## config.mk

```make
export PLATFORM = sky130hd
export DESIGN_NAME = pause_ctrl
export DESIGN_NICKNAME = d
export VERILOG_FILES = /design/src/rtl/pause_pkg.sv /design/src/rtl/pause_ctrl_debounce.sv /design/src/rtl/pause_ctrl.sv
export SDC_FILE = /design/constraint.sdc
export NUM_CORES = 1
export LEC_CHECK = 0
export CAP_MARGIN = 20
export CELL_PAD_IN_SITES_DETAIL_PLACEMENT = 1
export CELL_PAD_IN_SITES_GLOBAL_PLACEMENT = 2
export CORE_ASPECT_RATIO = 0.7
export CORE_MARGIN = 2
export CORE_UTILIZATION = 35
export CTS_BUF_LIST = sky130_fd_sc_hd__clkbuf_16
export CTS_CLUSTER_SIZE = 40
export DETAILED_ROUTE_END_ITERATION = 10
export PLACE_DENSITY_LB_ADDON = 0.1
export SLEW_MARGIN = 40
export SYNTH_ARGS = -nofsm -noshare
export SYNTH_HDL_FRONTEND = slang
export SYNTH_SLANG_ARGS = --single-unit
```

## constraint.sdc

```tcl
create_clock -name clk -period 2 [get_ports clk]
set_input_delay 0.3 -clock clk [delete_from_list [all_inputs] [get_ports clk]]
set_output_delay 0.3 -clock clk [all_outputs]
set_load 0.03 [all_outputs]
```

## src/rtl/pause_pkg.sv

```systemverilog
// ---------------------------------------------------------------------------
// pause_pkg
// Shared types and constants for the Flappy Bird pause controller.
//   pause_state_t : PAUSED / COUNT / RUN state encoding
//   DIGIT_W       : width of the countdown digit
//   cnt_width()   : counter width for a cycle count, never below 1 bit
// ---------------------------------------------------------------------------
package pause_pkg;

  localparam int DIGIT_W = 2;

  typedef enum logic [1:0] {
    PAUSED = 2'd0,
    COUNT  = 2'd1,
    RUN    = 2'd2
  } pause_state_t;

  // A parameter of 1 would give $clog2 == 0 and a zero-width counter,
  // so the width is clamped to one bit.
  function automatic int cnt_width(input int n);
    return (n > 1) ? $clog2(n) : 1;
  endfunction

endpackage

```

## src/rtl/pause_ctrl_debounce.sv

```systemverilog
// ---------------------------------------------------------------------------
// btn_debounce
// Two-flop synchronizer, debounce filter and rising-edge detector for one
// raw board input.
// Ports:
//   clk    in  : system clock
//   rst_n  in  : asynchronous active-low reset
//   raw    in  : raw asynchronous input
//   synced out : input after the 2-flop synchronizer (not debounced)
//   level  out : debounced level
//   rise   out : one-cycle pulse on a 0->1 change of level
// ---------------------------------------------------------------------------
module btn_debounce
  import pause_pkg::*;
#(
  parameter int DB_CYCLES = 500000
) (
  input  logic clk,
  input  logic rst_n,
  input  logic raw,
  output logic synced,
  output logic level,
  output logic rise
);

  localparam int CW = cnt_width(DB_CYCLES);
  localparam logic [CW-1:0] CNT_LAST = CW'(DB_CYCLES - 1);

  logic          meta;
  logic [CW-1:0] cnt;
  logic          level_q;

  // Classic two-flop synchronizer; only synced is used downstream.
  always_ff @(posedge clk or negedge rst_n) begin
    if (!rst_n) begin
      meta   <= 1'b0;
      synced <= 1'b0;
    end else begin
      meta   <= raw;
      synced <= meta;
    end
  end

  // The accepted level only follows synced after DB_CYCLES consecutive
  // cycles of disagreement. Any agreeing cycle restarts the count, so a
  // bounce shorter than the window never reaches the level. The counter
  // wraps back to zero at its terminal value instead of overflowing.
  always_ff @(posedge clk or negedge rst_n) begin
    if (!rst_n) begin
      cnt   <= '0;
      level <= 1'b0;
    end else if (synced != level) begin
      if (cnt == CNT_LAST) begin
        level <= synced;
        cnt   <= '0;
      end else begin
        cnt <= cnt + CW'(1);
      end
    end else begin
      cnt <= '0;
    end
  end

  // Delayed copy of the level for edge detection.
  always_ff @(posedge clk or negedge rst_n) begin
    if (!rst_n) begin
      level_q <= 1'b0;
    end else begin
      level_q <= level;
    end
  end

  // Both operands are flops, so the pulse is glitch-free and lasts one cycle.
  assign rise = level & ~level_q;

endmodule

```

## src/rtl/pause_ctrl.sv

```systemverilog
// ---------------------------------------------------------------------------
// pause_ctrl
// Pause controller for the Flappy Bird game core. A debounced push-button
// toggles between running and paused. Resuming goes through a visible
// countdown before play restarts. The per-frame tick is gated so that the
// game only advances while running.
//
// Optional feature macro: PAUSE_SW_OVERRIDE_EN
//   When defined, a low slide switch forces PAUSED, clears the digit and
//   blocks button presses. When undefined, sw is ignored and no switch
//   synchronizer is built.
//
// Ports:
//   clk          in  : system clock
//   rst_n        in  : asynchronous active-low reset
//   btn          in  : raw pause button, active-high, asynchronous
//   sw           in  : raw slide switch, 0 requests a forced pause
//   frame_tick   in  : one-cycle pulse per game frame
//   pause        out : high whenever the game must freeze
//   frame_en     out : frame_tick gated by RUN
//   count_active out : high while the countdown runs
//   count_digit  out : current countdown digit, 0 when not counting
//   resume_pulse out : one-cycle pulse in the first RUN cycle
// ---------------------------------------------------------------------------
module pause_ctrl
  import pause_pkg::*;
#(
  parameter int DB_CYCLES   = 500000,
  parameter int SEC_CYCLES  = 50000000,
  parameter int COUNT_START = 3
) (
  input  logic               clk,
  input  logic               rst_n,
  input  logic               btn,
  input  logic               sw,
  input  logic               frame_tick,
  output logic               pause,
  output logic               frame_en,
  output logic               count_active,
  output logic [DIGIT_W-1:0] count_digit,
  output logic               resume_pulse
);

  localparam int                SW_W        = cnt_width(SEC_CYCLES);
  localparam logic [SW_W-1:0]    STEP_LAST   = SW_W'(SEC_CYCLES - 1);
  localparam logic [DIGIT_W-1:0] START_DIGIT = DIGIT_W'(COUNT_START);

  pause_state_t    state;
  logic [SW_W-1:0] step_cnt;
  logic            press;
  logic            btn_synced;
  logic            btn_level;
  logic            force_pause;
  logic [1:0]      unused_btn;

  btn_debounce #(
    .DB_CYCLES(DB_CYCLES)
  ) u_btn (
    .clk   (clk),
    .rst_n (rst_n),
    .raw   (btn),
    .synced(btn_synced),
    .level (btn_level),
    .rise  (press)
  );

  assign unused_btn = {btn_synced, btn_level};

`ifdef PAUSE_SW_OVERRIDE_EN
  logic       sw_synced;
  logic       sw_level;
  logic       sw_rise;
  logic [1:0] unused_sw;

  // The override acts on the synchronized switch, not the debounced one,
  // so a forced pause lands within three edges of the switch falling.
  btn_debounce #(
    .DB_CYCLES(DB_CYCLES)
  ) u_sw (
    .clk   (clk),
    .rst_n (rst_n),
    .raw   (sw),
    .synced(sw_synced),
    .level (sw_level),
    .rise  (sw_rise)
  );

  assign force_pause = ~sw_synced;
  assign unused_sw   = {sw_level, sw_rise};
`else
  logic unused_sw;

  assign force_pause = 1'b0;
  assign unused_sw   = sw;
`endif

  // Main FSM. State, digit, step counter and resume pulse all live here.
  // A forced pause overrides everything. Inside COUNT a press is tested
  // before the step wrap, so a press landing on the wrap cycle aborts the
  // countdown rather than advancing or finishing it. The step counter
  // wraps at SEC_CYCLES-1 and never counts past it.
  always_ff @(posedge clk or negedge rst_n) begin
    if (!rst_n) begin
      state        <= PAUSED;
      count_digit  <= '0;
      step_cnt     <= '0;
      resume_pulse <= 1'b0;
    end else begin
      resume_pulse <= 1'b0;
      if (force_pause) begin
        state       <= PAUSED;
        count_digit <= '0;
        step_cnt    <= '0;
      end else begin
        case (state)
          PAUSED: begin
            if (press) begin
              state       <= COUNT;
              count_digit <= START_DIGIT;
              step_cnt    <= '0;
            end
          end
          COUNT: begin
            if (press) begin
              state       <= PAUSED;
              count_digit <= '0;
              step_cnt    <= '0;
            end else if (step_cnt == STEP_LAST) begin
              step_cnt <= '0;
              if (count_digit > DIGIT_W'(1)) begin
                count_digit <= count_digit - DIGIT_W'(1);
              end else begin
                state        <= RUN;
                count_digit  <= '0;
                resume_pulse <= 1'b1;
              end
            end else begin
              step_cnt <= step_cnt + SW_W'(1);
            end
          end
          RUN: begin
            if (press) begin
              state <= PAUSED;
            end
          end
          default: begin
            state       <= PAUSED;
            count_digit <= '0;
            step_cnt    <= '0;
          end
        endcase
      end
    end
  end

  // Output decode from the registered state; frame_en is combinational so
  // the game sees the tick in the same cycle it arrives.
  assign pause        = (state != RUN);
  assign count_active = (state == COUNT);
  assign frame_en     = frame_tick & (state == RUN);

endmodule

```

==> flow_metrics.env, run 1 <==
export IMPL_outcome="finished, violations left"
export IMPL_failed_checks="negative setup slack"
export IMPL_die_w_um=110.5
export IMPL_holdCritPathClass="flip-flop to flip-flop"
export IMPL_ys_seq_elements=54
export IMPL_stdcell_count=437
export IMPL_fp_dieArea_um2=8680
export IMPL_grt_usage_pct=17.32
export IMPL_hold_viol=0
export IMPL_nets=342
export IMPL_rsz0062_at_grt="yes"
export IMPL_n_fill_cell=892
export IMPL_place_area_um2=3226
export IMPL_place_inst=426
export IMPL_syn_area_um2=2779
export IMPL_grt_pass1_wl_mm=11.83
export IMPL_num_antenna_cells=0
export IMPL_wirelength_mm=7.028
export IMPL_cp_start_kind="flip-flop"
export IMPL_dpl_hpwl_mm=5.125
export IMPL_r2r_slack_ns=-0.02
export IMPL_crit_path_max_fanout=6
export IMPL_row_count=27
export IMPL_skew_ns=0.007771
export IMPL_r2r_start="step_cnt[1]"
export IMPL_grt_max_degree=39
export IMPL_finalInstanceArea_um2=3470
export IMPL_max_stage_delay_ns=0.58
export IMPL_seqPwrFrac_pct=51.1
export IMPL_coreArea_um2=7770
export IMPL_min_from="u_btn.meta"
export IMPL_clock_latency_ns=0.30
export IMPL_peakVddDrop_mv=0.3165
export IMPL_cts_htree_levels=2
export IMPL_path_clk_slew_ns=0.07
export IMPL_timing_final_ws_setup_ns=-0.02160
export IMPL_setup_viol=1
export IMPL_arrival_ns=2.25
export IMPL_switching_share_pct=20.87
export IMPL_place_ws_ns=0.008779
export IMPL_cp_slowest_cell="or4_4"
export IMPL_grt_ovfl_total=0
export IMPL_die_y_um=78.55
export IMPL_worstSetupPathType="flip-flop to flip-flop"
export IMPL_drt_initial_drc_count=98
export IMPL_grt_pass1_vias=2222
export IMPL_synth_distinct_cells=51
export IMPL_layout_commonest_cell="dfrtp_1"
export IMPL_timing_final_crit_share_pct=101.1
export IMPL_root_buffer="clkbuf_16"
export IMPL_cap_viol_max_count=0
export IMPL_ff2ff_path_depth=7
export IMPL_r2r_end="count_digit[0]"
export IMPL_antenna_found_initial=0
export IMPL_power_switching_mw=0.4504
export IMPL_drive_gt1_share_pct=19.05
export IMPL_multi_input_area_um2=1376
export IMPL_ys_top_cells_by_area="dfrtp_1 (49%), nor2_1 (6.3%), xnor2_1 (6.3%), nand3_1 (4.3%), xor2_1 (3.8%)"
export IMPL_max_freq_mhz=494.7
export IMPL_worst_pin_slew_ns=0.5019
export IMPL_cts_tree="done"
export IMPL_synth_edf_count=0
export IMPL_drc=0
export IMPL_drt_vias_per_instance=5.199
export IMPL_numClockSinks=54
export IMPL_start_util_pct=35.76
export IMPL_power_density_nw_per_um2=622.0
export IMPL_pin_count=11
export IMPL_synth_nets=299
export IMPL_io_buffer_count=9
export IMPL_end_kind="flip-flop"
export IMPL_critical_path_cell_chain="ha_2 > and3_4 > nand3_4 > or4_4 > buf_6 > mux2_4 > o21ai_2"
export IMPL_p_int_mw=1.708
export IMPL_clk_path_buf_depth=2
export IMPL_combPwrFrac_pct=2.5
export IMPL_yosys_warnings=0
export IMPL_whs_path_depth=0
export IMPL_regArea_um2=1351
export IMPL_synth_top_area_share_pct=48.63
export IMPL_synth_top_area_cell="dfrtp_1"
export IMPL_gp_congestion=0.7836
export IMPL_final_cell_mix="dfrtp_1 (54), nor2_1 (46), buf_4 (30)"
export IMPL_min_to="u_btn.synced"
export IMPL_cts_buffers=5
export IMPL_synthArstFlopShare_pct=100.0
export IMPL_dr_pass1_iters=4
export IMPL_postSynthCellCount=292
export IMPL_num_vias=2272
export IMPL_seq_area_frac_synth_pct=48.63
export IMPL_slew_violations=0
export IMPL_ys_flop_type="dfrtp_1"
export IMPL_power_leakage_nw=1.472
export IMPL_min_period_ns=2.022
export IMPL_syn_mean_instance_area_um2=9.517
export IMPL_antenna_left=0
export IMPL_syn_to_final_growth_pct=24.85
export IMPL_slew_headroom_pct=66.28
export IMPL_avgRoutedWirePerCell_um=16.08
export IMPL_critPathRequiredTime_ns=2.23
export IMPL_pwr_share_clk_pct=46.4
[worst max-delay path, delay by kind of cell (launching register included)]
kind	cells	cell delay, ns
AOI/OAI and AO/OA	1	0.05
adders and majority gates	1	0.19
buffers and inverters	1	0.15
DFF	1	0.39
muxes	1	0.29
and+or+nand+nor	3	0.88
[sequential cells by signal (all words and copies together), names as in the netlist]
name and count:
u_btn.cnt 19, u_btn.level 1, step_cnt 26, u_btn.synced 1, u_btn.level_q 1, resume_pulse 1, u_btn.meta 1, count_digit 2
state 2
[power groups by stage]
stage                     Clock (mW)  Sequential (mW)  Combinational [mW]
after floorplan                    0             1.12              0.0143
after global placement             0             1.13              0.0547
after detailed placement           0             1.13              0.0559
after CTS                       1.04             1.10              0.0573
after global routing            1.08             1.11              0.0618
final                           1.00             1.10              0.0538
[cells by family after synthesis]
logic type,after synthesis,share of synthesized area [%]
compound gates,24,6.034
simple gates,160,29.72
buf+inv,18,3.691
mux,2,0.9453
flops,54,48.63
fa+ha+maj,2,0.9004
xor+xnor,32,10.09
[timing repair]
action | CTS | global route
hold buffers | 1 | 0
setup buffers | 0 | 2
hold endpoints to repair | 16 | 0
setup endpoints to repair | 2 | 25
gates resized for setup | 2 | 11
pin swaps | 0 | 4
[synth_stat cells, types with 2 or more instances]
master    instances
ha_1              2
xnor2_1          20
a21oi_1           2
o31ai_1           3
o21ai_0           6
nand2_1          26
nand3_1          24
nor4b_1           2
dfrtp_1          54
and4_1            2
nor2_1           47
xor2_1           12
nand2b_1          2
nor3b_1           3
nor4_1           10
or4_1             2
a211o_1           2
a31oi_1           2
o21ai_1           2
nand4_1          10
inv_1             9
and3_1            5
buf_6             3
nor3_1           13
clkbuf_1          2
o211ai_1          2
[metrics by stage]
stage | util (%) | power [mW] | hold WS, ns | TNS (ns)
2_1_floorplan | - | 1.139 | 0.004409 | 0
3_3_place_gp | 41.51 | 1.180 | 0.2642 | 0
5_1_grt | 44.65 | 2.243 | 0.3957 | -0.8469
4_1_cts | 43.80 | 2.199 | 0.3722 | 0
3_5_place_dp | 41.51 | 1.181 | 0.2649 | 0
6_report | 44.65 | 2.158 | 0.3682 | -0.02160
[cell type report]
cell class              instances  share of cell area (%)
flip-flops and latches         54                   38.95
clock inverters                 3                   1.298
well taps                     101                   3.642
repair buffers                 45                   11.86
multi-input cells             220                   39.67
inverters                       9                  0.9737
clock buffers                   5                   3.606
[routing by layer]
layer	vias up	wire length (um)	GRT usage (%)	part of all wire, %
met2	25	2744	23.50	39
met3	7	207	3.243	2.9
li1	1115	-	-	-
met1	1125	4000	27.79	57
met5	-	0	0	0
met4	0	75	4.125	1.1
[worst max path at each step]
stage	startpoint	slack [ns]	endpoint	depth (start not counted)
floorplan	step_cnt[11]	0.07	step_cnt[21]	8
global placement	step_cnt[11]	0.009	step_cnt[1]	6
detailed placement	step_cnt[11]	0.009	step_cnt[1]	6
CTS	step_cnt[11]	0.003	step_cnt[1]	6
global route	step_cnt[1]	-0.09	count_digit[0]	7
finish	step_cnt[1]	-0.02	count_digit[0]	7
Note: power is estimated with default switching activity, not from simulation.
==> run 2, diff against run 1 <==
--- a/config.mk
+++ b/config.mk
@@ -10,8 +10,8 @@
 export CELL_PAD_IN_SITES_GLOBAL_PLACEMENT = 2
 export CORE_ASPECT_RATIO = 0.7
 export CORE_MARGIN = 2
-export CORE_UTILIZATION = 35
-export CTS_BUF_LIST = sky130_fd_sc_hd__clkbuf_16
+export CORE_UTILIZATION = 36
+export CTS_BUF_LIST = sky130_fd_sc_hd__clkbuf_8
 export CTS_CLUSTER_SIZE = 40
 export DETAILED_ROUTE_END_ITERATION = 10
 export PLACE_DENSITY_LB_ADDON = 0.1
==> flow_metrics.env, run 2 (synthesis gave the netlist of run 1 again) <==
export IMPL_max_stage_delay_ns=0.56
export IMPL_drive_gt1_share_pct=21.18
export IMPL_critPathBufInv=2
export IMPL_row_count=26
export IMPL_failed_checks="negative setup slack"
export IMPL_syn_to_final_growth_pct=23.59
export IMPL_critPathRequiredTime_ns=2.21
export IMPL_antenna_found_initial=0
export IMPL_die_w_um=109.0
export IMPL_layout_commonest_cell="dfrtp_1"
export IMPL_regArea_um2=1351
export IMPL_cp_slowest_cell="or4_4"
export IMPL_start_util_pct=37.63
export IMPL_regMostFlops="step_cnt"
export IMPL_root_buffer="clkbuf_8"
export IMPL_place_inst=420
export IMPL_crit_path_max_fanout=4
export IMPL_max_freq_mhz=498.2
export IMPL_finalPower_mw=1.821
export IMPL_n_fill_cell=845
export IMPL_critical_path_cell_chain="ha_2 > and3_4 > nand3_4 > or4_4 > buf_4 > buf_4 > nand4_1 > nand3_1"
export IMPL_stdcell_count=438
export IMPL_outcome="finished, violations left"
export IMPL_slew_headroom_pct=66.23
export IMPL_cts_htree_levels=2
export IMPL_timing_final_ws_setup_ns=-0.007104
export IMPL_hold_viol=0
export IMPL_clk_path_buf_depth=2
export IMPL_power_leakage_nw=1.446
export IMPL_fp_dieArea_um2=8449
export IMPL_path_delay_family="simple AND/OR/NAND/NOR gates"
export IMPL_largest_reg_flops=26
export IMPL_skew_ns=0.01273
export IMPL_cts_buffers=5
export IMPL_antenna_left=0
export IMPL_dr_pass1_iters=4
export IMPL_drt_vias_per_instance=5.265
export IMPL_gp_congestion=0.8017
export IMPL_reg_top3="step_cnt x26, u_btn.cnt x19"
export IMPL_io_buffer_count=9
export IMPL_cap_viol_max_count=0
export IMPL_grt_usage_pct=18.27
export IMPL_min_period_ns=2.007
export IMPL_grt_pass1_vias=2227
export IMPL_die_y_um=77.51
export IMPL_nets=346
export IMPL_avgRoutedWirePerCell_um=16.44
export IMPL_worstSetupPathType="flip-flop to flip-flop"
export IMPL_wirelength_mm=7.201
export IMPL_slew_violations=0
export IMPL_grt_max_degree=55
export IMPL_final_cell_mix="dfrtp_1 (54), nor2_1 (43), buf_4 (34)"
export IMPL_drt_initial_drc_count=99
export IMPL_multi_input_area_um2=1401
export IMPL_cp_start_kind="flip-flop"
export IMPL_peakVddDrop_mv=0.2389
export IMPL_path_clk_slew_ns=0.11
export IMPL_clock_latency_ns=0.32
export IMPL_setup_viol=7
export IMPL_dpl_hpwl_mm=4.998
export IMPL_arrival_ns=2.22
export IMPL_coreArea_um2=7385
export IMPL_pin_count=11
export IMPL_end_kind="flip-flop"
export IMPL_grt_ovfl_total=0
export IMPL_num_antenna_cells=0
export IMPL_rsz0062_at_grt="yes"
export IMPL_holdCritPathClass="flip-flop to flip-flop"
export IMPL_timing_final_crit_share_pct=100.4
export IMPL_cp_common_cell="buf_4"
export IMPL_drc=0
export IMPL_num_vias=2306
export IMPL_worst_pin_slew_ns=0.5047
export IMPL_cts_tree="done"
export IMPL_final_util_pct=46.51
export IMPL_place_ws_ns=-0.006858
export IMPL_grt_pass1_wl_mm=11.81
export IMPL_numClockSinks=54
export IMPL_power_density_nw_per_um2=530.3
run 2: cell count changes in the layout (fill, tap and decap cells not counted), moves of 2 or more:
cell       previous run  this run
buf_4                30        34
o21ai_2               2         0
nor2_4                0         2
clkbuf_8              0         5
nor2_1               46        43
clkbuf_16             5         1
nand3_2               0         2
nand3_1              24        22
run 2: final timing paths:
kind                                   from      endpoint  slack, ns  cells after the start
worst min-delay path             u_btn.meta  u_btn.synced       0.38                      0
max in group asynchronous             rst_n   step_cnt[4]       1.25                      3
min in group asynchronous             rst_n   step_cnt[3]       0.50                      3
worst min register to register   u_btn.meta  u_btn.synced       0.38                      0
worst max register to register  step_cnt[1]   step_cnt[5]     -0.007                      8
worst max-delay path            step_cnt[1]   step_cnt[5]     -0.007                      8
run 2: layout make-up:
class | instances | area share, %
clock buffer | 5 | 2.004
clock inverter | 3 | 0.7286
inverter | 9 | 0.9836
multi-input combinational | 221 | 40.80
sequential | 54 | 39.34
tap | 98 | 3.570
timing repair buffer | 48 | 12.57
run 2: routing by layer:
metal	vias up	track usage, %	share of wire (%)
met2	32	22.92	38
li1	1128	-	-
met4	0	4.615	0.69
met1	1142	30.91	59
met3	4	3.277	3.1
met5	-	0	0
run 2: through the flow:
step	cell area (um2)	TNS, ns	hold slack, ns
final	3435	-0.01964	0.3806
after global placement	3187	0	0.3245
after floorplan	2785	0	0.004409
after CTS	3306	0	0.3890
after global routing	3435	-2.077	0.4000
after detailed placement	3187	-0.009690	0.3280
run 2: power breakdown:
group | switching [mW] | leakage [nW] | internal, mW | total, mW
clock network | 0.409 | 0.0447 | 0.254 | 0.663
logic | 0.0348 | 0.653 | 0.0188 | 0.0537
registers | 0.00649 | 0.748 | 1.10 | 1.10
run 2: repair_timing:
action | in CTS | in global routing
resized for setup | 4 | 14
hold buffers | 1 | 0
endpoints found under the setup margin | 18 | 20
gates cloned | 1 | 1
endpoints found under the hold margin | 54 | 0
setup buffers | 1 | 6
pin swaps | 1 | 5
==> run 3, diff against run 2 <==
--- a/config.mk
+++ b/config.mk
@@ -15,6 +15,7 @@
 export CTS_CLUSTER_SIZE = 40
 export DETAILED_ROUTE_END_ITERATION = 10
 export PLACE_DENSITY_LB_ADDON = 0.1
+export SKIP_CTS_REPAIR_TIMING = 1
 export SLEW_MARGIN = 40
 export SYNTH_ARGS = -nofsm -noshare
 export SYNTH_HDL_FRONTEND = slang
==> flow_metrics.env, run 3 (synthesis gave the netlist of run 1 again) <==
export IMPL_outcome="finished, violations left"
export IMPL_failed_checks="negative setup slack"
export IMPL_io_buffer_count=9
export IMPL_die_y_um=77.51
export IMPL_root_buffer="clkbuf_8"
export IMPL_largest_reg_flops=26
export IMPL_hold_viol=0
export IMPL_finalInstanceArea_um2=3496
export IMPL_cap_viol_max_count=0
export IMPL_layout_commonest_cell="dfrtp_1"
export IMPL_power_switching_mw=0.4457
export IMPL_fp_dieArea_um2=8449
export IMPL_grt_max_degree=55
export IMPL_worstSetupPathType="flip-flop to flip-flop"
export IMPL_antenna_found_initial=0
export IMPL_slew_headroom_pct=66.82
export IMPL_row_count=26
export IMPL_pin_count=11
export IMPL_stdcell_count=436
export IMPL_coreArea_um2=7385
export IMPL_regMostFlops="step_cnt"
export IMPL_num_antenna_cells=0
export IMPL_drt_vias_per_instance=5.216
export IMPL_worst_pin_slew_ns=0.4959
export IMPL_cts_htree_levels=2
export IMPL_slew_violations=0
export IMPL_setup_viol=19
export IMPL_grt_pass1_vias=2208
export IMPL_clk_path_buf_depth=2
export IMPL_crit_path_max_fanout=7
export IMPL_skew_ns=0.01380
export IMPL_gp_congestion=0.8017
export IMPL_path_clk_slew_ns=0.11
export IMPL_drive_gt1_share_pct=23.37
export IMPL_clock_latency_ns=0.32
export IMPL_min_period_ns=2.053
export IMPL_arrival_ns=2.27
export IMPL_pwr_share_clk_pct=36.3
export IMPL_grt_ovfl_total=0
export IMPL_drt_initial_drc_count=99
export IMPL_die_w_um=109.0
export IMPL_timing_final_crit_share_pct=102.7
export IMPL_final_setup_tns_ns=-0.5330
export IMPL_power_leakage_nw=1.444
export IMPL_power_density_nw_per_um2=519.7
export IMPL_critPathRequiredTime_ns=2.21
export IMPL_switching_share_pct=24.53
export IMPL_holdCritPathClass="flip-flop to flip-flop"
export IMPL_num_vias=2274
export IMPL_reg_top3="step_cnt x26, u_btn.cnt x19"
export IMPL_seqPwrFrac_pct=60.8
export IMPL_cts_tree="done"
export IMPL_numClockSinks=54
export IMPL_place_inst=420
export IMPL_rsz0062_at_grt="yes"
export IMPL_start_util_pct=37.63
export IMPL_cp_start_kind="flip-flop"
export IMPL_p_int_mw=1.371
export IMPL_n_fill_cell=830
export IMPL_wirelength_mm=7.106
export IMPL_grt_pass1_wl_mm=11.61
export IMPL_final_cell_mix="dfrtp_1 (54), nor2_1 (33), buf_4 (32)"
export IMPL_nets=344
export IMPL_combPwrFrac_pct=2.9
export IMPL_grt_usage_pct=17.89
export IMPL_timing_final_ws_setup_ns=-0.05323
export IMPL_max_freq_mhz=487.0
export IMPL_drc=0
export IMPL_place_ws_ns=-0.006858
export IMPL_place_area_um2=3187
export IMPL_cts_buffers=5
export IMPL_dr_pass1_iters=4
export IMPL_end_kind="flip-flop"
export IMPL_peakVddDrop_mv=0.2448
export IMPL_dpl_hpwl_mm=4.998
export IMPL_antenna_left=0
export IMPL_syn_to_final_growth_pct=25.80
export IMPL_avgRoutedWirePerCell_um=16.30
run 3: cell types whose count changed in the layout (fill, tap and decap cells not counted):
cell and change:
or4_4 -1, nor4_1 +1, nand3_1 +1, nor4_2 -1
nor2_1 -10, dlygate4sd2_1 -3, nor2_4 +10, buf_4 -2
nand3_2 -1, a21oi_1 -1, or4_2 +1, a21oi_2 +1
dlymetal6s2s_1 +3
run 3: area by class of cell:
class / instances / area, um2 / area share [%]
Multi-Input combinational cell: 221 / 1466 / 41.95
Sequential cell: 54 / 1351 / 38.65
Timing Repair Buffer: 46 / 427.9 / 12.24
Tap cell: 98 / 122.6 / 3.508
Clock buffer: 5 / 68.82 / 1.969
Inverter: 9 / 33.78 / 0.9664
Clock inverter: 3 / 25.02 / 0.7158
run 3: per-layer routing:
metal	part of all wire (%)	global-route usage, %	vias to the layer above	wire length [um]
met2	38	22.86	23	2714
met5	0	0	-	0
met3	3.6	3.277	4	258
li1	-	-	1113	-
met1	57	29.85	1134	4080
met4	0.75	4.615	0	53
run 3: final timing paths:
path | from | end | depth (start not counted) | slack [ns]
min in group asynchronous | rst_n | step_cnt[3] | 3 | 0.51
max in group asynchronous | rst_n | step_cnt[4] | 3 | 1.25
setup reg to reg | step_cnt[1] | step_cnt[24] | 7 | -0.05
setup / recovery | step_cnt[1] | step_cnt[24] | 7 | -0.05
hold reg to reg | u_btn.meta | u_btn.synced | 0 | 0.38
hold / removal | u_btn.meta | u_btn.synced | 0 | 0.38
run 3: metrics by stage:
stage / power, mW / util, % / hold WS [ns]
after floorplan: 1.139 / - / 0.004409
after global placement: 1.181 / 43.15 / 0.3245
after detailed placement: 1.182 / 43.15 / 0.3280
after CTS: 1.843 / 44.43 / -0.02666
after global routing: 1.903 / 47.34 / 0.4000
final: 1.817 / 47.34 / 0.3803
run 3: power by group through the flow:
stage / sequential (mW) / combinational [mW] / clock, mW
floorplan: 1.12 / 0.0143 / 0
global placement: 1.13 / 0.0554 / 0
detailed placement: 1.13 / 0.0558 / 0
CTS: 1.10 / 0.0557 / 0.682
global route: 1.11 / 0.0629 / 0.734
finish: 1.10 / 0.0536 / 0.659
run 3: worst max-delay path, stage by stage (launching register included):
cell and delay [ns]:
dfrtp_1 0.39, ha_2 0.21, and3_4 0.22, nand3_4 0.09, or4_4 0.54, a21oi_4 0.25, clkbuf_16 0.22, nor2_2 0.05
